**src/rtl/pmem_burst_adaptor_pkg.sv**
```systemverilog
`default_nettype none
// ============================================================================
// Module : lc3b_types (package)
// Brief  : Shared line/beat types and line geometry constants.
// Rev    : 1.0
// ============================================================================
package lc3b_types;
    typedef logic [127:0] lc3b_line;
    typedef logic [31:0]  lc3b_beat;

    localparam int LINE_OFFSET_BITS = 4;
    localparam int LINE_W           = 128;
endpackage
`default_nettype wire

```
**src/rtl/pmem_burst_adaptor_line_buf.sv**
```systemverilog
`default_nettype none
// ============================================================================
// Module : line_beat_buffer
// Brief  : 128-bit line register with full-line load and indexed beat access.
// Rev    : 1.0
// ============================================================================
module line_beat_buffer
    import lc3b_types::*;
#(
    parameter int BEAT_W = 32,
    parameter int IDX_W  = 2
) (
    input  logic              clk,
    input  logic              rst,
    input  logic              load_i,
    input  lc3b_line          load_line_i,
    input  logic              beat_we_i,
    input  logic [IDX_W-1:0]  beat_widx_i,
    input  logic [BEAT_W-1:0] beat_wdata_i,
    input  logic [IDX_W-1:0]  beat_ridx_i,
    output lc3b_line          line_o,
    output logic [BEAT_W-1:0] beat_o
);

    lc3b_line line_q;

    always_ff @(posedge clk) begin
        if (rst) begin
            line_q <= '0;
        end else if (load_i) begin
            line_q <= load_line_i;
        end else if (beat_we_i) begin
            line_q[int'(beat_widx_i)*BEAT_W +: BEAT_W] <= beat_wdata_i;
        end
    end

    assign line_o = line_q;
    assign beat_o = line_q[int'(beat_ridx_i)*BEAT_W +: BEAT_W];

endmodule
`default_nettype wire

```
**src/rtl/pmem_burst_adaptor.sv**
```systemverilog
`default_nettype none
// ============================================================================
// Module : pmem_burst_adaptor
// Brief  : Turns one 128-bit cache-line read/write into a multi-beat burst.
// Rev    : 1.0
// ============================================================================
module pmem_burst_adaptor
    import lc3b_types::*;
#(
    parameter int BEAT_W = 32
) (
    input  logic              clk,
    input  logic              rst,
    input  logic              pmem_read,
    input  logic              pmem_write,
    input  logic [15:0]       pmem_address,
    input  lc3b_line          pmem_wdata,
    output logic              pmem_resp,
    output lc3b_line          pmem_rdata,
    output logic              mem_read,
    output logic              mem_write,
    output logic [15:0]       mem_address,
    input  logic [BEAT_W-1:0] mem_rdata,
    input  logic              mem_rvalid,
    output logic [BEAT_W-1:0] mem_wdata,
    input  logic              mem_wready
);

    localparam int BEATS = LINE_W / BEAT_W;
    localparam int IDX_W = $clog2(BEATS);
    localparam logic [IDX_W-1:0] LAST_BEAT = IDX_W'(BEATS - 1);

    localparam logic [1:0] S_IDLE  = 2'd0;
    localparam logic [1:0] S_READ  = 2'd1;
    localparam logic [1:0] S_WRITE = 2'd2;
    localparam logic [1:0] S_RESP  = 2'd3;

    logic [1:0]       state_q, state_d;
    logic [IDX_W-1:0] cnt_q, cnt_d;
    logic [15:0]      addr_q, addr_d;
    logic             w_wload;
    logic             w_rbeat_we;
    logic [BEAT_W-1:0] w_wbeat;
    logic [BEAT_W-1:0] w_rbuf_beat_unused;
    lc3b_line          w_wbuf_line_unused;
    logic [LINE_OFFSET_BITS-1:0] w_addr_offset_unused;

    assign w_addr_offset_unused = pmem_address[LINE_OFFSET_BITS-1:0];

    always_comb begin
        state_d    = state_q;
        cnt_d      = cnt_q;
        addr_d     = addr_q;
        w_wload    = 1'b0;
        w_rbeat_we = 1'b0;
        case (state_q)
            S_IDLE: begin
                // Read has priority when the cache illegally raises both.
                if (pmem_read || pmem_write) begin
                    addr_d  = {pmem_address[15:LINE_OFFSET_BITS], {LINE_OFFSET_BITS{1'b0}}};
                    cnt_d   = '0;
                    state_d = pmem_read ? S_READ : S_WRITE;
                    w_wload = !pmem_read;
                end
            end
            S_READ: begin
                if (mem_rvalid) begin
                    w_rbeat_we = 1'b1;
                    cnt_d      = cnt_q + 1'b1;
                    if (cnt_q == LAST_BEAT) state_d = S_RESP;
                end
            end
            S_WRITE: begin
                if (mem_wready) begin
                    cnt_d = cnt_q + 1'b1;
                    if (cnt_q == LAST_BEAT) state_d = S_RESP;
                end
            end
            default: state_d = S_IDLE;
        endcase
    end

    always_ff @(posedge clk) begin
        if (rst) begin
            state_q <= S_IDLE;
            cnt_q   <= '0;
            addr_q  <= '0;
        end else begin
            state_q <= state_d;
            cnt_q   <= cnt_d;
            addr_q  <= addr_d;
        end
    end

    line_beat_buffer #(.BEAT_W(BEAT_W), .IDX_W(IDX_W)) u_rbuf (
        .clk         (clk),
        .rst         (rst),
        .load_i      (1'b0),
        .load_line_i ('0),
        .beat_we_i   (w_rbeat_we),
        .beat_widx_i (cnt_q),
        .beat_wdata_i(mem_rdata),
        .beat_ridx_i (cnt_q),
        .line_o      (pmem_rdata),
        .beat_o      (w_rbuf_beat_unused)
    );

    line_beat_buffer #(.BEAT_W(BEAT_W), .IDX_W(IDX_W)) u_wbuf (
        .clk         (clk),
        .rst         (rst),
        .load_i      (w_wload),
        .load_line_i (pmem_wdata),
        .beat_we_i   (1'b0),
        .beat_widx_i ('0),
        .beat_wdata_i('0),
        .beat_ridx_i (cnt_q),
        .line_o      (w_wbuf_line_unused),
        .beat_o      (w_wbeat)
    );

    assign pmem_resp   = (state_q == S_RESP);
    assign mem_read    = (state_q == S_READ);
    assign mem_write   = (state_q == S_WRITE);
    assign mem_address = addr_q;
    assign mem_wdata   = mem_write ? w_wbeat : '0;

endmodule
`default_nettype wire

```
**config.mk**
```make
export PLATFORM = sky130hd
export DESIGN_NAME = pmem_burst_adaptor
export DESIGN_NICKNAME = d
export VERILOG_FILES = /design/src/rtl/pmem_burst_adaptor_pkg.sv /design/src/rtl/pmem_burst_adaptor_line_buf.sv /design/src/rtl/pmem_burst_adaptor.sv
export SDC_FILE = /design/constraint.sdc
export NUM_CORES = 1
export LEC_CHECK = 0
export BUFFER_PORTS_ARGS = -buffer_cell sky130_fd_sc_hd__buf_2
export CORE_ASPECT_RATIO = 1.25
export CORE_MARGIN = 2
export CORE_UTILIZATION = 45
export CTS_CLUSTER_DIAMETER = 150
export CTS_CLUSTER_SIZE = 10
export DETAILED_ROUTE_END_ITERATION = 7
export PLACE_DENSITY = 0.87
export SETUP_SLACK_MARGIN = 0.2
export SYNTH_ARGS = -nofsm -noshare
export SYNTH_HDL_FRONTEND = slang
export SYNTH_SLANG_ARGS = --single-unit
```
**constraint.sdc**
```tcl
create_clock -name clk -period 2.1 [get_ports clk]
set_input_delay 0.21 -clock clk [delete_from_list [all_inputs] [get_ports clk]]
set_output_delay 0.21 -clock clk [all_outputs]
set_load 0.01 [all_outputs]
```
* Yosys cells after proc, flatten, opt, wreduce, memory -nomap -nowiden
Cells that the tools add are included. Widths: inputs -> output; s select.
Word-level totals: bits in registers 272, bits of input ports 182, output and inout bits 179, word-level logic and storage cells 40
Operators by class: add/subtract/negate cells 2, eq/ne operators 7, shift-type cells 3, mux-type cells 16, reduce and logical (&&, ||, !) cells 7
Operators with widths (number):
- $bwmux 128 | 1
- $shift 32x33->128 const A | 1
- $shiftx 128x8->32 | 1
- $shiftx 32x33->128 | 1
- $neg 7->33 | 1
- $mux 32 | 1
- $mux 2 | 8
- $pmux 2 s3 | 2
- $eq 2x2->1 const B | 3
- $mux 1 | 4
- $ne 2x1->1 const B | 2
- $reduce_and 4->1 | 1
- $reduce_and 3->1 | 1
- $reduce_bool 3->1 | 1
- $add 2x1->2 const B | 1
- $eq 2x1->1 const B | 1
- $logic_not 2->1 | 1
- $ne 2x2->1 const B | 1
- $reduce_and 2->1 | 1
- $logic_not 1->1 | 1
- $logic_or 1x1->1 | 1

* Depth between registers and ports, before layout
Gate-level depths: netlist of the first run.
depth in word-level cells 4, depth in mapped cells 9, depth with buffers taken out 5

* By module
Synthesis of the first run repeated with hierarchy kept, for this count alone.
Second synthesis, totals: cell total of the unflattened synthesis 1434, area, all modules 13650.6 µm²
Modules (own cells, without submodules):
- line_beat_buffer (u_wbuf) | instances 1, cells an instance 659, area each 6383.6 µm²
- line_beat_buffer (u_rbuf) | instances 1, cells an instance 644, area each 6218.5 µm²
- pmem_burst_adaptor | instances 1, cells an instance 131, area each 1048.5 µm²

* Worst setup path before layout of the first run
Ideal clock, no wire load.
path type register to register, from register cnt_q[1], to register u_rbuf.line_q[100], in the netlist u_rbuf.line_o[100], setup time 0.070 ns, arrival 2.111 ns, path slack -0.082 ns, stages on the path, launching flop included 9, period minus slack after synthesis 2.182 ns, cell sequence dfxtp_1 -> buf_2 -> buf_1 -> inv_1 -> ha_1 -> nor4b_2 -> buf_2 -> nand3_1 -> a21oi_1
On the way: longest elaborated chain between the ends 3, elaborated cells on any way between the ends 4, those cells by class add/sub: 1; shift: 2; mux: 1
RTL lines:
- from (decl) | RTL line pmem_burst_adaptor.sv:39 | logic [IDX_W-1:0] cnt_q, cnt_d;
- from (signal assigned) | RTL line pmem_burst_adaptor.sv:90 | cnt_q <= cnt_d;
- $neg 7->33 (*) | RTL line pmem_burst_adaptor_line_buf.sv:33 | line_q[int'(beat_widx_i)*BEAT_W +: BEAT_W] <= beat_wdata_i;
- $shiftx 32x33->128 or $shift 32x33->128 (tied branches) | RTL line pmem_burst_adaptor_line_buf.sv:33
- $bwmux 128 (*) | RTL line pmem_burst_adaptor_line_buf.sv:33
- to (signal assigned) | RTL line pmem_burst_adaptor_line_buf.sv:31 | line_q <= load_line_i;
- to (signal, indexed assignment) | RTL line pmem_burst_adaptor_line_buf.sv:33
- to (decl) | RTL line pmem_burst_adaptor_line_buf.sv:25 | lc3b_line line_q;
Every way passes the cells marked *; elsewhere a longest branch is shown, timed or not. A chain may end at the register's enable or synchronous reset.

* Worst setup path in the final report of the first run
from register cnt_q[0], to output mem_wdata[13]
On the way: longest elaborated chain between the ends 2
RTL lines:
- $shiftx 128x8->32 | RTL line pmem_burst_adaptor_line_buf.sv:38 | assign beat_o = line_q[int'(beat_ridx_i)*BEAT_W +: BEAT_W];
- $mux 32 | RTL line pmem_burst_adaptor.sv:125 | assign mem_wdata = mem_write ? w_wbeat : '0;
- to (decl) | RTL line pmem_burst_adaptor.sv:25 | output logic [BEAT_W-1:0] mem_wdata,
No other way between the ends.

==> metrics.txt, run 1 <==
outcome finished with violations; failing checks setup timing; largest stage delay on the critical path around 0.53 ns; Synth Flop Type dfxtp_1; initial antenna violation count 8; cell area after synthesis 10900 sq um; Site Rows 63; Worst setup EP type primary output; Power Dens Cells between 900 and 1000 nW/um^2; Core Area 23700 sq um; CP startpoint kind flip-flop; number of global-route vias before repair around 12000; metal2 WL approximately 23000 microns; WHS 0.0587 ns; WL/cell 22.7 microns; wirelength, routed between 40000 and 50000 microns; Post-Syn Area per Cell ~8.3 sq um; Worst Path Required 1.89 ns; final hold vios 0; DR pass1 iterations 8; effective utilization at floorplan 45.8%; commonest non-fill, non-tap cell in the layout nand2_1; CTS root buffer clkbuf_16; Worst path slowest cell mux4_2; Routed met3 length 5850 microns; max-slew violation count 0; I/O Buffers 352; ys async rst share 0%; # fillers 1482; post-DP HPWL approximately 22000 microns; layout cells sized above 1 33.3%; max cap viols 0; register area share after synthesis approximately half; Via Count 13000; Psw just over 0.005 W; clock latency on the worst-skew pair 0.56 ns; global route overflow 0; Worst EP arrival 2.06 ns; CTS tree done; fmax 441 MHz; Synth warnings 0; commonest cells after routing, fill and taps aside nand2_1, buf_2, dfxtp_1, a21oi_1, dlygate4sd3_1; gr usage total 32.5%; switch share 33.0%; worst-margin pin slew between 1 and 1.5 ns; Final Cycle Share 108%; post-route cell area 16800 sq um; multi-input logic area 5360 sq um; critical path fanouts, max 6; largest net degree at the start of global routing 88; worst hold-check path type in2reg; RSZ-0062 raised after global routing true; first-pass GRT wire length 65100 microns; Layout Skew 0.0108 ns; Final Setup Violations 35; Clk network pwr share 29.5%; antenna-violating nets left 0; cts bufs inserted 31; num ports around 360; clock buffer depth 3; Slew headroom a little over an eighth; DR DRC count 0; Seq cells post-synth ~270; CTS sink cnt 272; die width 143 microns; sequential power share 37.2%; Placed Area 13100 sq um; P_leak 6.75 nW; die area 25400 sq um; worst vdd ir between 700 and 800 uV; net count reported at finish 2020; Comb pwr share 33.3%; Worst Slack Setup Final -0.167 ns; Post-Route M1 WL 15200 microns; Cells after Synth 1312; routability-driven placement congestion ratio 0.850; post-synthesis cell type count 33; Min Clock Period, post-route 2.27 ns; die height 178 microns; H-tree Lvls 1; violation count after the first detailed-route iteration ~1200; Register Area about 5500 sq um; crit-path cells buf_12 -> buf_16 -> mux4_2 -> and2_4 -> buf_6; vias per inst 6.01; layout overhead on the synthesized area 54.4%; WS Path Type reg2out; clock-pin slew on the worst setup and hold paths ~0.060 ns; Max Used Layer met5; Post-synth EDFFs 0; WP buf/inv 3; Crit path max-delay family multiplexers; P_int about 0.011 W
logic make-up (layout without fill, tap and decap cells):
group | after synthesis | count (layout) | share of synthesized area [%]
multiplexers | 36 | 36 | 7.05
adder cells (fa/ha/maj) | 13 | 13 | 1.50
AND/OR/NAND/NOR | 597 | 597 | 23.8
buffers and inverters | 121 | 631 | 4.95
other | 1 | 9 | 0.0345
AO/OA/AOI/OAI | 272 | 272 | 12.5
flip-flops | 272 | 272 | 50.1
sequential cells by signal, summed over array words and instances, names as in the netlist:
name / count
cnt_q: 2
mem_address: 12
state_q: 2
u_rbuf.line_o: 128
u_wbuf.line_o: 128
layout make-up:
| cell class | instances | area share, % |
|---|---|---|
| tap | 325 | 2.42 |
| clock buffer | 31 | 4.62 |
| multi-input combinational | 922 | 32.0 |
| antenna | 5 | 0.0745 |
| clock inverter | 2 | 0.104 |
| timing repair buffer | 594 | 28.2 |
| sequential | 272 | 32.5 |
| inverter | 4 | 0.112 |
tightest hold or removal path, stage by stage:
cell and delay (ns):
buf_2 0.11, nand2_1 0.15, a21oi_1 0.10
metal layers:
metal  vias to the layer above  GRT usage [%]
li1                       5411              -
met1                      5885           33.9
met2                      1216           55.7
met3                       441           8.72
met4                         4           24.2
met5                         -              0
cell usage after synthesis (all sizes together), types with 2 or more instances:
| master | count | area (sq um) |
|---|---|---|
| and3 | 4 | 25.0 |
| nor4b | 2 | 38.8 |
| dfxtp | 272 | 5450 |
| nor2b | 3 | 18.8 |
| nand3b | 2 | 15.0 |
| a21oi | 269 | 1350 |
| and2 | 32 | 200 |
| nor2 | 3 | 11.3 |
| nand2b | 2 | 12.5 |
| clkbuf | 62 | 233 |
| inv | 4 | 15.0 |
| mux2 | 2 | 26.3 |
| mux2i | 2 | 20.0 |
| nor3b | 3 | 27.5 |
| mux4 | 32 | 721 |
| nand2 | 408 | 1530 |
| buf | 55 | 290 |
| o21ai | 2 | 10.0 |
| ha | 13 | 163 |
| nand3 | 132 | 661 |
repair_timing:
| item | 4_1_cts | 5_1_grt |
|---|---|---|
| hold buffers | 171 | 0 |
| cloned | 2 | 14 |
| hold endpoints to repair | 264 | 0 |
| setup endpoints to repair | 34 | 171 |
| gates resized for setup | 60 | 107 |
| buffers inserted | 6 | 15 |
| pin swaps | 5 | 107 |
final timing paths:
kind | start | end | slack, ns | depth (start not counted)
worst max-delay path | cnt_q[0] | mem_wdata[13] | -0.17 | 5
worst max register to register | cnt_q[0] | u_rbuf.line_o[116] | -0.03 | 9
worst min-delay path | pmem_wdata[99] | u_wbuf.line_o[99] | 0.06 | 3
worst min register to register | u_rbuf.line_o[43] | u_rbuf.line_o[43] | 0.45 | 2
power by group through the flow:
stage | logic [W] | registers (W) | clock network (W)
6_report | 0.00524 | 0.00585 | 0.00464
5_1_grt | 0.00551 | 0.00586 | 0.00482
4_1_cts | 0.00406 | 0.00578 | 0.00457
3_5_place_dp | 0.00346 | 0.00588 | 0
3_3_place_gp | 0.00335 | 0.00586 | 0
2_1_floorplan | 0.00224 | 0.00588 | 0
through the flow:
step	setup WS, ns	cells	total power (W)	TNS (ns)	utilization, %
after floorplan	0.231	1315	0.00812	0	-
after global placement	0.227	1909	0.00920	0	55.0
after detailed placement	0.157	1909	0.00934	0	55.0
after CTS	-0.135	2121	0.0144	-2.99	67.1
after global routing	-0.269	2153	0.0162	-6.37	70.7
final	-0.167	2155	0.0157	-3.03	70.7
Note: power is estimated with default switching activity, not from simulation.
==> run 2, diff against run 1 <==
--- a/config.mk
+++ b/config.mk
@@ -5,14 +5,14 @@
 export SDC_FILE = /design/constraint.sdc
 export NUM_CORES = 1
 export LEC_CHECK = 0
-export BUFFER_PORTS_ARGS = -buffer_cell sky130_fd_sc_hd__buf_2
 export CORE_ASPECT_RATIO = 1.25
 export CORE_MARGIN = 2
 export CORE_UTILIZATION = 45
 export CTS_CLUSTER_DIAMETER = 150
 export CTS_CLUSTER_SIZE = 10
 export DETAILED_ROUTE_END_ITERATION = 7
-export PLACE_DENSITY = 0.87
+export DONT_BUFFER_PORTS = 1
+export PLACE_DENSITY = 0.74
 export SETUP_SLACK_MARGIN = 0.2
 export SYNTH_ARGS = -nofsm -noshare
 export SYNTH_HDL_FRONTEND = slang
==> metrics.txt, run 2 (synthesis gave the netlist of run 1 again) <==
Worst EP arrival around 1.9 ns; CTS tree done; Final Core Density 59.8%; clock-pin slew on the worst setup and hold paths 0.06 ns; post-route cell area 14200 sq um; net count reported at finish between 1500 and 2000; clock buffer depth 3; # fillers 1797; reg2reg start cnt_q[0]; Min-Delay Endpoint u_rbuf.line_o[104]; Tot Pwr about 0.014 W; routability-driven placement congestion ratio 0.858; clock latency on the worst-skew pair 0.54 ns; gr usage total 23.9%; Power Dens Cells between 1000 and 1500 nW/um^2; worst-margin pin slew 0.893 ns; initial antenna violation count 1; Placed Area 11200 sq um; violation count after the first detailed-route iteration about 750; Core Area 23700 sq um; WL/cell approximately 21 microns; Reg2Reg Depth 9; max cap viols 0; Min Clock Period, post-route 2.14 ns; layout overhead on the synthesized area 30.4%; antenna-violating nets left 0; Layout Skew between 0.01 and 0.015 ns; RR Endpoint u_rbuf.line_o[116]; Min-Delay Startpoint rst; Worst Path Required 1.89 ns; DR DRC count 0; worst hold-check path type in2reg; failing checks hold timing, setup timing; hold depth 1; commonest non-fill, non-tap cell in the layout nand2_1; Worst Slack Setup Final -0.0392 ns; Slew headroom 39.8%; die width 143 microns; total negative slack -0.346 ns; RSZ-0062 raised after global routing true; cts bufs inserted 31; post-DP HPWL 19700 microns; Final Setup Violations 19; DR pass1 iterations 6; outcome finished with violations; Final Cycle Share 102%; Site Rows between 60 and 70; commonest cells after routing, fill and taps aside nand2_1, dfxtp_1, a21oi_1, dlygate4sd3_1, nand3_1; first-pass GRT wire length approximately 48000 microns; die area 25400 sq um; fmax 467 MHz; H-tree Lvls 1; I/O Buffers 0; max-slew violation count 0; effective utilization at floorplan 45.8%; CP startpoint kind flip-flop; final hold vios around 270; Worst setup EP type primary output; largest net degree at the start of global routing 277; die height ~180 microns; wirelength, routed 37100 microns; CTS sink cnt 272; number of global-route vias before repair about 9300; WHS -0.252 ns; CTS root buffer clkbuf_16; vias per inst 5.87; layout cells sized above 1 14.6%; P_leak 4.83 nW; Via Count 10300; global route overflow 0; worst vdd ir 778 uV; critical path fanouts, max 16; R2R Setup Slk 0.06 ns; WS Path Type reg2out; num ports 361
==> run 2: layout make-up <==
class / instances / area (sq um) / share of cell area [%]
Timing Repair Buffer: 204 / 2300 / 16.2
Sequential cell: 272 / 5450 / 38.5
Multi-Input combinational cell: 922 / 5220 / 36.8
Clock inverter: 1 / 8.76 / 0.0618
Clock buffer: 31 / 776 / 5.47
Inverter: 4 / 18.8 / 0.132
Antenna cell: 1 / 2.50 / 0.0176
Tap cell: 325 / 407 / 2.87
==> run 2: worst max-delay path by stage <==
stage                          start  slack [ns]                 to
after global placement    state_q[0]        0.19         state_q[0]
after floorplan             cnt_q[0]        0.23  u_rbuf.line_o[34]
after global routing        cnt_q[0]       -0.09       mem_wdata[8]
after detailed placement  state_q[0]        0.14         state_q[0]
final                       cnt_q[0]       -0.04      mem_wdata[15]
after CTS                   cnt_q[0]       -0.06       mem_wdata[0]
==> run 2: timing repair <==
action | in CTS | in global routing
hold endpoints to repair | 272 | 269
endpoints found under the setup margin | 34 | 153
hold buffers | 90 | 64
gates resized for setup | 38 | 70
pin swaps | 1 | 70
setup buffers | 3 | 7
gates cloned | 2 | 11
==> run 2: routing by layer <==
| metal | global-route usage [%] | up-vias | wire, microns |
|---|---|---|---|
| met1 | 25.4 | 4886 | 12600 |
| met3 | 7.56 | 168 | 4060 |
| met4 | 10.7 | 0 | 2070 |
| li1 | - | 4621 | - |
| met2 | 43.0 | 663 | 18400 |
| met5 | 0 | - | 0 |
==> run 2: critical path: stages (launching register included) <==
cell     delay, ns
dfxtp_4       0.44
buf_16        0.21
mux4_2        0.53
and2_4        0.19
==> run 2: power by group <==
part | switching [W] | internal [W]
logic | 0.00214 | 0.00176
clock network | 0.00196 | 0.00257
registers | 0.000346 | 0.00557
==> run 2: through the flow <==
step                worst slack (ns)  cells  hold WS [ns]
finish                       -0.0392   1760        -0.252
global route                 -0.0905   1760        -0.265
CTS                          -0.0649   1677        -0.273
detailed placement             0.143   1550         0.297
global placement               0.195   1550         0.298
floorplan                      0.231   1315         0.346
